==> config.mk <==
export PLATFORM = sky130hd
export DESIGN_NAME = ame_grad_accum
export DESIGN_NICKNAME = d
export VERILOG_FILES = /design/src/rtl/ame_grad_accum.sv
export SDC_FILE = /design/constraint.sdc
export NUM_CORES = 1
export LEC_CHECK = 0
export ABC_AREA = 0
export CAP_MARGIN = 25
export CORE_MARGIN = 1.5
export CORE_UTILIZATION = 55
export DETAILED_ROUTE_END_ITERATION = 7
export DONT_BUFFER_PORTS = 1
export PLACE_DENSITY = 0.78
export SYNTH_ARGS = -nofsm -noshare
export SYNTH_HDL_FRONTEND = slang
export SYNTH_SLANG_ARGS = --single-unit
export TNS_END_PERCENT = 1
==> constraint.sdc <==
create_clock -name clk_i -period 3.6 [get_ports clk_i]
set_input_delay 0.72 -clock clk_i [delete_from_list [all_inputs] [get_ports clk_i]]
set_output_delay 0.72 -clock clk_i [all_outputs]
set_load 0.01 [all_outputs]
==> src/rtl/ame_grad_accum.sv <==
// ame_grad_accum: block accumulator of signed gradient products for the AME
// approximation stage. Each block sums BLK_SAMPLES products A*B into a wide
// accumulator. The result is then presented with a one-cycle done strobe.
// Optional build macro AME_GRAD_ACCUM_ABS_EN: when it is defined, the output
// is the magnitude plus sign. When it is undefined, the output is the raw
// two's-complement sum.
module ame_grad_accum #(
    parameter int unsigned GRAD_DATA_BITS = 16,
    parameter int unsigned COMP_DATA_BITS = 64,
    parameter int unsigned BLK_SAMPLES    = 16
) (
    input  logic                      clk_i,
    input  logic                      rst_n_i,
    input  logic                      comp_init_i,
    input  logic                      comp_valid_i,
    input  logic [GRAD_DATA_BITS-1:0] comp_grad_a_i,
    input  logic [GRAD_DATA_BITS-1:0] comp_grad_b_i,
    output logic                      comp_busy_o,
    output logic                      comp_done_o,
    output logic                      comp_sign_o,
    output logic [COMP_DATA_BITS-1:0] comp_data_o
);

    localparam int unsigned PROD_BITS = 2 * GRAD_DATA_BITS;
    localparam int unsigned CNT_BITS  = $clog2(BLK_SAMPLES);
    localparam logic [CNT_BITS-1:0] CNT_LAST = CNT_BITS'(BLK_SAMPLES - 1);

    typedef enum logic [1:0] {
        S_IDLE,
        S_ACCUM,
        S_DRAIN,
        S_DONE
    } state_e;

    state_e                            state_q, state_d;
    logic        [CNT_BITS-1:0]        cnt_q, cnt_d;
    logic signed [PROD_BITS-1:0]       prod_q, prod_d;
    logic                              pv_q, pv_d;
    logic signed [COMP_DATA_BITS-1:0]  acc_q, acc_d;
    logic                              busy_q, busy_d;
    logic                              done_q, done_d;
    logic                              sign_q, sign_d;
    logic        [COMP_DATA_BITS-1:0]  data_q, data_d;

    logic signed [PROD_BITS-1:0]       grad_a_ext;
    logic signed [PROD_BITS-1:0]       grad_b_ext;
    logic        [COMP_DATA_BITS-1:0]  result_data;
    logic                              result_sign;

    // Sign-extend the gradients so the product is formed at full width
    assign grad_a_ext = PROD_BITS'($signed(comp_grad_a_i));
    assign grad_b_ext = PROD_BITS'($signed(comp_grad_b_i));

`ifdef AME_GRAD_ACCUM_ABS_EN
    // Magnitude plus sign. The worst-case sum is far from -2^63, so negation cannot overflow
    assign result_sign = acc_q[COMP_DATA_BITS-1];
    assign result_data = result_sign ? COMP_DATA_BITS'(-acc_q) : COMP_DATA_BITS'(acc_q);
`else
    // Raw two's-complement sum; the sign is simply its MSB
    assign result_sign = acc_q[COMP_DATA_BITS-1];
    assign result_data = COMP_DATA_BITS'(acc_q);
`endif

    // State register
    always_ff @(posedge clk_i or negedge rst_n_i) begin
        if (!rst_n_i) begin
            state_q <= S_IDLE;
        end else begin
            state_q <= state_d;
        end
    end

    // Next-state, pipeline and output-load decisions
    always_comb begin
        state_d = state_q;
        cnt_d   = cnt_q;
        prod_d  = prod_q;
        pv_d    = 1'b0;
        acc_d   = acc_q;
        done_d  = 1'b0;
        sign_d  = sign_q;
        data_d  = data_q;

        // Stage 2 folds any captured product into the accumulator
        if (pv_q) begin
            acc_d = acc_q + COMP_DATA_BITS'(prod_q);
        end

        unique case (state_q)
            S_IDLE: begin
                if (comp_init_i) begin
                    state_d = S_ACCUM;
                    acc_d   = '0;
                    cnt_d   = '0;
                end
            end
            S_ACCUM: begin
                if (comp_init_i) begin
                    acc_d = '0;
                    cnt_d = '0;
                end else if (comp_valid_i) begin
                    prod_d = grad_a_ext * grad_b_ext;
                    pv_d   = 1'b1;
                    cnt_d  = cnt_q + CNT_BITS'(1);
                    if (cnt_q == CNT_LAST) begin
                        state_d = S_DRAIN;
                    end
                end
            end
            S_DRAIN: begin
                // Leave once stage 1 is empty and acc_q holds the final sum
                if (comp_init_i) begin
                    state_d = S_ACCUM;
                    acc_d   = '0;
                    cnt_d   = '0;
                end else if (!pv_q) begin
                    state_d = S_DONE;
                end
            end
            S_DONE: begin
                done_d  = 1'b1;
                data_d  = result_data;
                sign_d  = result_sign;
                state_d = S_IDLE;
                if (comp_init_i) begin
                    state_d = S_ACCUM;
                    acc_d   = '0;
                    cnt_d   = '0;
                end
            end
            default: begin
                state_d = S_IDLE;
            end
        endcase
    end

    // Busy follows the upcoming state, so it drops on the edge that raises done
    assign busy_d = (state_d != S_IDLE);

    // Datapath and registered outputs
    always_ff @(posedge clk_i or negedge rst_n_i) begin
        if (!rst_n_i) begin
            cnt_d_reset();
        end else begin
            cnt_q  <= cnt_d;
            prod_q <= prod_d;
            pv_q   <= pv_d;
            acc_q  <= acc_d;
            busy_q <= busy_d;
            done_q <= done_d;
            sign_q <= sign_d;
            data_q <= data_d;
        end
    end

    // Reset values of the datapath registers
    task automatic cnt_d_reset();
        cnt_q  <= '0;
        prod_q <= '0;
        pv_q   <= 1'b0;
        acc_q  <= '0;
        busy_q <= 1'b0;
        done_q <= 1'b0;
        sign_q <= 1'b0;
        data_q <= '0;
    endtask

    assign comp_busy_o = busy_q;
    assign comp_done_o = done_q;
    assign comp_sign_o = sign_q;
    assign comp_data_o = data_q;

endmodule
-- After elaboration in Yosys (flattened, before gate mapping)
Index checks and enable logic that the tools add are counted.
- add/sub/neg operators: 2
- muxes and demuxes: 19
- bitwise gates (word level): 1
- equality and inequality tests: 7
- reduce and logical (&&, ||, !) cells: 6
- multiply operators: 1
- operators by type and width (operator ; count):
    64-bit 2-to-1 mux ; 3
    64-bit by 32-bit adder with 64-bit output ; 1
    16-bit by 16-bit multiplier with 32-bit output ; 1
    2-bit 2-to-1 mux ; 6
    4-bit 2-to-1 mux ; 3
    2-bit one-hot mux with 4 select lines ; 1
    4-bit one-hot mux with 2 select lines ; 1
    1-bit 2-to-1 mux ; 5
    4-bit by 1-bit adder with 4-bit output, second input constant ; 1
    2-bit == test, second input constant ; 2
    4-bit == test, second input constant ; 1
    4-bit OR reduction ; 1
    3-bit by 1-bit != test with 1-bit output, second input constant ; 1
    3-bit != test, second input constant ; 1
    3-bit AND reduction ; 1
    3-bit OR reduction ; 1
    2-bit by 1-bit == test with 1-bit output, second input constant ; 1
    2-bit logical NOT ; 1
    2-bit by 1-bit != test with 1-bit output, second input constant ; 1
    2-bit AND reduction ; 1
    2-bit nonzero test ; 1
    1-bit inverter ; 1
- output and inout bits: 67
- flip-flop bits (word level): 170

-- Logic depth before layout (Yosys ltp)
Gate-level depths: netlist of run 1.
- depth after elaboration: 6
- gate-level depth with buffers: 26
- depth with buffers taken out: 25

-- Worst setup path before layout of run 1
OpenSTA, ideal clock, no wires.
- kind: input-to-reg
- from: input comp_grad_a_i[15]
- to: register prod_q[31]
- buffers on the path: 1
- setup slack: -2943 ps
- data required time: 3470 ps
- stages: 22
- arrival time: 6412 ps
- cell sequence: clkbuf_1 -> nand2_1 -> inv_1 -> fa_1 -> fa_1 -> fa_1 -> fa_1 -> fa_1 -> inv_1 -> fa_1 -> inv_1 -> ha_1 -> a21o_1 -> a21o_1 -> a221oi_1 -> o21bai_1 -> a21o_1 -> a311oi_1 -> o21bai_1 -> a21oi_1 -> xnor2_1 -> o21ai_1
- word-level cells in the longest chain between the ends: 1
- ends and longest elaborated chain (what ; RTL line ; source):
    from (decl) ; 16 ; input logic [GRAD_DATA_BITS-1:0] comp_grad_a_i,
    16-bit by 16-bit multiplier with 32-bit output ; 102 ; prod_d = grad_a_ext * grad_b_ext;
    to (signal assigned) ; 146 ; prod_q <= prod_d;
    to (decl) ; 37 ; logic signed [PROD_BITS-1:0] prod_q, prod_d;
Every way passes these cells.
A chain may end at the register's enable or synchronous reset.

-- Final worst setup path of run 1
- from: input comp_grad_a_i[11]
- to: register prod_q[26]
The elaborated chain is that of the path after synthesis.

==> qor.json, run 1 <==
{
  "worst_setup_path": {
    "critical_path_arrival_ns": 5.99,
    "path_cells": "and2_1, fa_1, inv_1, fa_1, fa_1, inv_2, fa_1, fa_1, inv_1, fa_1, inv_2, ha_4, a21o_1, a21oi_2, nor2b_4, o311ai_4, nand2_1, o21ai_2, a31o_2, a221oi_2, xnor2_1, o21ai_1",
    "setup.worst_path.start": "comp_grad_a_i[11]",
    "endpoint_kind": "register",
    "crit_slowest_cell": "sky130_fd_sc_hd__fa_1",
    "cp_data_required_time_ns": 3.90,
    "crit_top_cell": "sky130_fd_sc_hd__fa_1",
    "rr_endpoint": "acc_q[50]",
    "r2r_slack_ns": 0.24,
    "reg2regPathDepth": 12,
    "worst-path-max-fanout": 16,
    "critical_path.reg2reg.startpoint": "acc_q[0]",
    "crit_path_start_kind": "input pin",
    "worst_path_largest_cell_delay_ns": 0.58,
    "cp-endpoint": "prod_q[26]",
    "criticalPathCategory": "in2reg"
  },
  "cts": {
    "cts_buffers": 17,
    "htreeDepth": 4,
    "clkLatencyLatePin_ns": 0.43,
    "clkSinkCount": 169,
    "root_buffer_cell": "sky130_fd_sc_hd__clkbuf_16",
    "clk_pin_slew_worst_paths_ns": 0.07,
    "clock_tree.buffer_depth": 2,
    "cts_tree": "done"
  },
  "place": {
    "buffers_added_on_ports": 0,
    "dpl_worst_slack_ns": -2.56,
    "place.detailed.hpwl_um": 36300,
    "dpl.cell_count": 2608,
    "postPlaceCellArea_mm2": 0.0212,
    "gp_congestion": 0.931
  },
  "hold_path": {
    "worstHoldPathType": "in2async"
  },
  "timing": {
    "final.setup.worst_slack_ns": -2.09,
    "finalHoldViolCount": 24,
    "layout_min_cycle_time_ns": 5.69,
    "finalClockSkew_ns": 0.0106,
    "worst_hold_margin_ns": -0.0207,
    "max_freq_mhz": 176,
    "worstMarginPinSlew_ns": 0.930,
    "layout_worst_path_cycle_share": 1.58,
    "unrepaired_setup_endpoints_after_global_routing": "true",
    "finalSetupViolations": 25,
    "max-slew-margin-rel": 0.380,
    "drv_slew": 0
  },
  "logic_synthesis": {
    "async_flop_share": 1.00,
    "synthesized_area_per_cell_um2": 9.47,
    "synth.area.top_cells": "sky130_fd_sc_hd__fa_1 (26%), sky130_fd_sc_hd__dfrtp_1 (21%), sky130_fd_sc_hd__ha_1 (9.4%)",
    "synthesis.yosys.warnings": 0,
    "synth_cell_types": 78,
    "syn_inst": 2113,
    "postSynthNetCount": 2562,
    "synthesis.area_mm2": 0.0200,
    "share_of_the_yosys_chip_area_belonging_to_registers": 0.211,
    "postSynth.topFlopCell": "sky130_fd_sc_hd__dfrtp_1",
    "yosys.area.top_type_share": 0.263,
    "synth-edff-count": 0,
    "synth_top_cell_by_area": "sky130_fd_sc_hd__fa_1",
    "ys_ff_latch": 169
  },
  "finish": {
    "layout-drive-gt1-share": 0.134,
    "fillerInstances": 2895,
    "mostFrequentLayoutCells": "sky130_fd_sc_hd__inv_1 (340), sky130_fd_sc_hd__fa_1 (256), sky130_fd_sc_hd__nand2_1 (216), sky130_fd_sc_hd__dfrtp_1 (168), sky130_fd_sc_hd__ha_1 (142)",
    "antenna-diode-count": 0,
    "most_common_cell_after_layout_fill_and_taps_aside": "sky130_fd_sc_hd__inv_1",
    "final_area_mm2": 0.0220,
    "area_growth_pct": 9.93,
    "number_of_nets_in_the_final_layout": 2617,
    "layout.cells.non_filler": 2641
  },
  "floorplan": {
    "die_area_mm2": 0.0375,
    "floorplan.io_pins": 103,
    "die-width_um": 194,
    "core-area_mm2": 0.0357,
    "die_height_um": 194,
    "initial_core_util": 0.561,
    "std_cell_rows": 69
  },
  "status": {
    "violations": "design-rule violations, negative hold slack, negative setup slack",
    "outcome": "complete, but fails checks"
  },
  "detailed_routing": {
    "drc": 10,
    "post_drt_via_cell_ratio": 5.62,
    "drt_iter0_drc": 811,
    "vias": 14834,
    "drt_antenna_net_count": 0,
    "detail_routed_net_length_per_standard_cell_um": 17.4,
    "wirelength_um": 46000,
    "drt_pass1_iterations": 8
  },
  "grt": {
    "first_pass_grt_wire_length_um": 78500,
    "grt_remaining_overflow": 0,
    "grt_start_max_net_pins": 170,
    "antenna_found_initial": 0,
    "via_count_of_the_first_global_routing_pass": 15700,
    "track_usage": 0.255
  },
  "flow_run": {
    "drv.max_cap_violation_count": 0
  }
}
[state kept, by name, indices dropped and copies added, names as in the netlist]
signal and count:
prod_q 32, comp_sign_o 1, cnt_q 4, comp_done_o 1
state_q 2, comp_busy_o 1, comp_data_o 63, acc_q 64
pv_q 1
[synth_stat cells (5+ instances only)]
library cell and n:
sky130_fd_sc_hd__nor2b_1 9, sky130_fd_sc_hd__o211ai_1 5, sky130_fd_sc_hd__a22o_1 15, sky130_fd_sc_hd__nor3_1 14, sky130_fd_sc_hd__xor2_1 27, sky130_fd_sc_hd__and3_1 13, sky130_fd_sc_hd__o21bai_1 18, sky130_fd_sc_hd__nand4_1 12
sky130_fd_sc_hd__o21ai_1 21, sky130_fd_sc_hd__dfrtp_1 169, sky130_fd_sc_hd__o21ai_0 55, sky130_fd_sc_hd__inv_1 344, sky130_fd_sc_hd__clkbuf_1 62, sky130_fd_sc_hd__a21oi_1 88, sky130_fd_sc_hd__o31ai_1 8, sky130_fd_sc_hd__and2_1 125
sky130_fd_sc_hd__buf_2 8, sky130_fd_sc_hd__nand2b_1 11, sky130_fd_sc_hd__nor2_1 118, sky130_fd_sc_hd__mux2i_1 36, sky130_fd_sc_hd__nand2_1 218, sky130_fd_sc_hd__a31oi_1 8, sky130_fd_sc_hd__xnor2_1 66, sky130_fd_sc_hd__ha_1 150
sky130_fd_sc_hd__mux2_2 64, sky130_fd_sc_hd__a21o_1 43, sky130_fd_sc_hd__nand3_1 24, sky130_fd_sc_hd__o21a_1 13, sky130_fd_sc_hd__a211oi_1 8, sky130_fd_sc_hd__fa_1 263
[critical path, delay by kind of cell]
kind                     cells  cell delay, ns
AO/OA/AOI/OAI                7            1.12
XOR/XNOR                     1            0.16
adder cells (fa/ha/maj)      7            3.25
AND/OR/NAND/NOR              3            0.52
buffers and inverters        4            0.20
[area by class of cell]
type,count,area (um2),share of cell area
clock buffers,22,494,0.0225
clock inverters,9,115,0.00523
inverters,345,1290,0.0589
multi-input cells,1522,14400,0.656
flip-flops and latches,169,4230,0.192
well taps,461,577,0.0262
repair buffers,113,861,0.0391
[metal layers]
metal	wire [um]	vias to the layer above	track usage
li1	-	6949	-
met1	19800	7348	0.331
met2	22300	444	0.436
met3	2720	93	0.0435
met4	1230	0	0.0808
met5	0	-	0
[logic make-up (layout without fill, tap and decap cells)]
group,after synthesis,after routing,synth area share
AND/OR/NAND/NOR,565,565,0.134
multiplexers,101,101,0.0546
buffers and inverters,422,489,0.0813
AO/OA/AOI/OAI,350,350,0.122
XOR/XNOR,93,93,0.0407
flip-flops,169,169,0.211
adder cells (fa/ha/maj),413,413,0.357
[stage by stage]
step | hold slack (ns) | TNS [ns] | util
final | -0.0207 | -38.92 | 0.617
after global routing | -0.0437 | -43.80 | 0.617
after CTS | -0.0330 | -37.82 | 0.615
after detailed placement | 0.429 | -52.08 | 0.594
after global placement | 0.429 | -49.68 | 0.594
after floorplan | 0.424 | -47.02 | -
[worst min-delay path by stage]
stage,cells after the start,endpoint,slack [ns]
floorplan,0,acc_q[0],0.42
global placement,0,comp_data_o[7],0.43
detailed placement,0,comp_data_o[6],0.43
CTS,0,comp_data_o[7],-0.03
global route,0,comp_data_o[7],-0.04
finish,0,comp_data_o[7],-0.02
[repair_timing]
action                     CTS  global route
hold endpoints to repair   169           164
setup endpoints to repair   25            27
pin swaps                   20            17
setup buffers                0             2
gates resized for setup     32            11
Power of run 1 is left out: the tool's default activity adds up to more than one toggle a clock period on the data nets, which glitch-free logic cannot reach.
==> run 2: changes to the inputs <==
- SKIP_CTS_REPAIR_TIMING: unset -> 1
==> run 2 against run 1 <==
Effect of this change: the run still ends with design-rule violations, negative hold slack, negative setup slack left; count of clock-buffer cells in the layout is the same; die area is the same; clock skew grew 0.00077 ns; hold slack lost 0.0011 ns; via count grew 0.36%; maximum frequency grew 0.62%; worst setup slack gained 0.035 ns; cell area grew 0.14%; non-clock buffer count grew 3; sequential cell count is the same; global-route usage shrank 0.13 points; wire length grew 0.42%.
==> qor.json, run 2 (synthesis results as in run 1) <==
{
  "timing": {
    "finalClockSkew_ns": 0.0113,
    "layout_worst_path_cycle_share": 1.57,
    "max_freq_mhz": 177,
    "worstMarginPinSlew_ns": 0.935,
    "final.setup.worst_slack_ns": -2.05,
    "post_route_setup_tns_ns": -39.01,
    "finalHoldViolCount": 40,
    "drv_slew": 0,
    "worst_hold_margin_ns": -0.0219,
    "max-slew-margin-rel": 0.376,
    "layout_min_cycle_time_ns": 5.65,
    "unrepaired_setup_endpoints_after_global_routing": "true",
    "finalSetupViolations": 25
  },
  "detailed_routing": {
    "vias": 14888,
    "detail_routed_net_length_per_standard_cell_um": 17.5,
    "drt_pass1_iterations": 8,
    "drt_antenna_net_count": 0,
    "drc": 11,
    "wirelength_um": 46200,
    "drt_iter0_drc": 827,
    "post_drt_via_cell_ratio": 5.63
  },
  "grt": {
    "grtUsageMet1": 0.329,
    "grt_start_max_net_pins": 170,
    "antenna_found_initial": 0,
    "first_pass_grt_wire_length_um": 78000,
    "grt_util_met2": 0.435,
    "grt_busiest_layer": "met2",
    "grtUsageMet3": 0.0445,
    "track_usage": 0.254,
    "via_count_of_the_first_global_routing_pass": 15656,
    "grt_remaining_overflow": 0
  },
  "place": {
    "place.detailed.hpwl_um": 36300,
    "postPlaceCellArea_mm2": 0.0212,
    "gp_congestion": 0.931,
    "buffers_added_on_ports": 0,
    "dpl.cell_count": 2608,
    "dpl_worst_slack_ns": -2.56
  },
  "finish": {
    "seq_area_mm2": 0.00423,
    "number_of_nets_in_the_final_layout": 2620,
    "largest_register_ff_count": 64,
    "fillerInstances": 2882,
    "layout.cells.non_filler": 2644,
    "area_growth_pct": 10.1,
    "mostFrequentLayoutCells": "sky130_fd_sc_hd__inv_1 (335), sky130_fd_sc_hd__fa_1 (252), sky130_fd_sc_hd__nand2_1 (215), sky130_fd_sc_hd__dfrtp_1 (168), sky130_fd_sc_hd__ha_1 (143)",
    "largest-register": "acc_q",
    "antenna-diode-count": 0,
    "multi_input_comb_area_mm2": 0.0144,
    "most_common_cell_after_layout_fill_and_taps_aside": "sky130_fd_sc_hd__inv_1",
    "final_area_mm2": 0.0220,
    "layout-drive-gt1-share": 0.141
  },
  "floorplan": {
    "die-width_um": 194,
    "floorplan.io_pins": 103,
    "initial_core_util": 0.561,
    "die_area_mm2": 0.0375,
    "std_cell_rows": 69,
    "core-area_mm2": 0.0357,
    "die_height_um": 194
  },
  "cts": {
    "cts_tree": "done",
    "htreeDepth": 4,
    "clock_tree.buffer_depth": 2,
    "clkLatencyLatePin_ns": 0.44,
    "clk_pin_slew_worst_paths_ns": 0.06,
    "root_buffer_cell": "sky130_fd_sc_hd__clkbuf_16",
    "cts_buffers": 17,
    "clkSinkCount": 169
  },
  "status": {
    "violations": "design-rule violations, negative hold slack, negative setup slack",
    "outcome": "complete, but fails checks"
  },
  "flow_run": {
    "drv.max_cap_violation_count": 0
  },
  "worst_setup_path": {
    "crit_path_start_kind": "input pin",
    "cp_data_required_time_ns": 3.90,
    "setup.worst_path.start": "comp_grad_a_i[15]",
    "criticalPathCategory": "in2reg",
    "critical_path.reg2reg.startpoint": "acc_q[0]",
    "endpoint_kind": "register",
    "critical_path_arrival_ns": 5.95,
    "worst-path-max-fanout": 16
  },
  "hold_path": {
    "worstHoldPathType": "in2async"
  }
}
run 2: changes by cell type in the layout (fill, tap and decap cells not counted), moves of 2 or more:
cell / delta
sky130_fd_sc_hd__inv_2: +4
sky130_fd_sc_hd__and2_1: -2
sky130_fd_sc_hd__fa_1: -4
sky130_fd_sc_hd__and2_4: +2
sky130_fd_sc_hd__inv_1: -5
sky130_fd_sc_hd__fa_2: +4
sky130_fd_sc_hd__buf_6: +2
sky130_fd_sc_hd__ha_4: -2
run 2: path summary, 6_finish.rpt:
check / end / cells after the start / slack, ns
setup / recovery: prod_q[25] / 20 / -2.05
hold / removal: comp_data_o[7] / 0 / -0.02
setup reg to reg: acc_q[50] / 12 / 0.23
hold reg to reg: prod_q[28] / 2 / 0.49
max in group asynchronous: acc_q[15] / 0 / 3.26
min in group clk_i: acc_q[51] / 1 / 0.35
run 2: routing by layer:
metal,vias up,wire length [um]
li1,6956,-
met1,7392,19700
met2,448,22600
met3,92,2660
met4,0,1160
met5,-,0
run 2: layout make-up:
| class | count | area share |
|---|---|---|
| clock buffer | 22 | 0.0224 |
| sequential | 169 | 0.192 |
| inverter | 345 | 0.0589 |
| clock inverter | 9 | 0.00522 |
| tap | 461 | 0.0262 |
| multi-input combinational | 1522 | 0.655 |
| timing repair buffer | 116 | 0.0404 |
run 2: per-stage QoR:
| stage | util | hold slack [ns] |
|---|---|---|
| floorplan | - | 0.424 |
| global placement | 0.594 | 0.429 |
| detailed placement | 0.594 | 0.429 |
| CTS | 0.611 | -0.0330 |
| global route | 0.618 | -0.0437 |
| finish | 0.618 | -0.0219 |
run 2: critical path, cell delays in order:
cell                       delay (ns)
sky130_fd_sc_hd__and2_1          0.15
sky130_fd_sc_hd__fa_2            0.63
sky130_fd_sc_hd__inv_1           0.09
sky130_fd_sc_hd__fa_1            0.56
sky130_fd_sc_hd__fa_1            0.44
sky130_fd_sc_hd__fa_1            0.60
sky130_fd_sc_hd__fa_1            0.46
sky130_fd_sc_hd__fa_1            0.49
sky130_fd_sc_hd__inv_1           0.04
sky130_fd_sc_hd__ha_1            0.28
sky130_fd_sc_hd__nor2b_1         0.13
sky130_fd_sc_hd__nor2_1          0.16
sky130_fd_sc_hd__nor2b_4         0.20
sky130_fd_sc_hd__a21oi_1         0.08
sky130_fd_sc_hd__buf_4           0.16
sky130_fd_sc_hd__a311oi_2        0.27
sky130_fd_sc_hd__o21bai_1        0.09
sky130_fd_sc_hd__a21oi_1         0.16
sky130_fd_sc_hd__xor2_1          0.15
sky130_fd_sc_hd__o21ai_1         0.07
Power of run 2 is left out for the same reason.
==> run 3: changes to the inputs <==
- CAP_MARGIN: 25 -> 20
==> results of run 3 <==
No change in the layout: final DEF, timing and power equal those of run 2.
Power of run 3 is left out for the same reason.
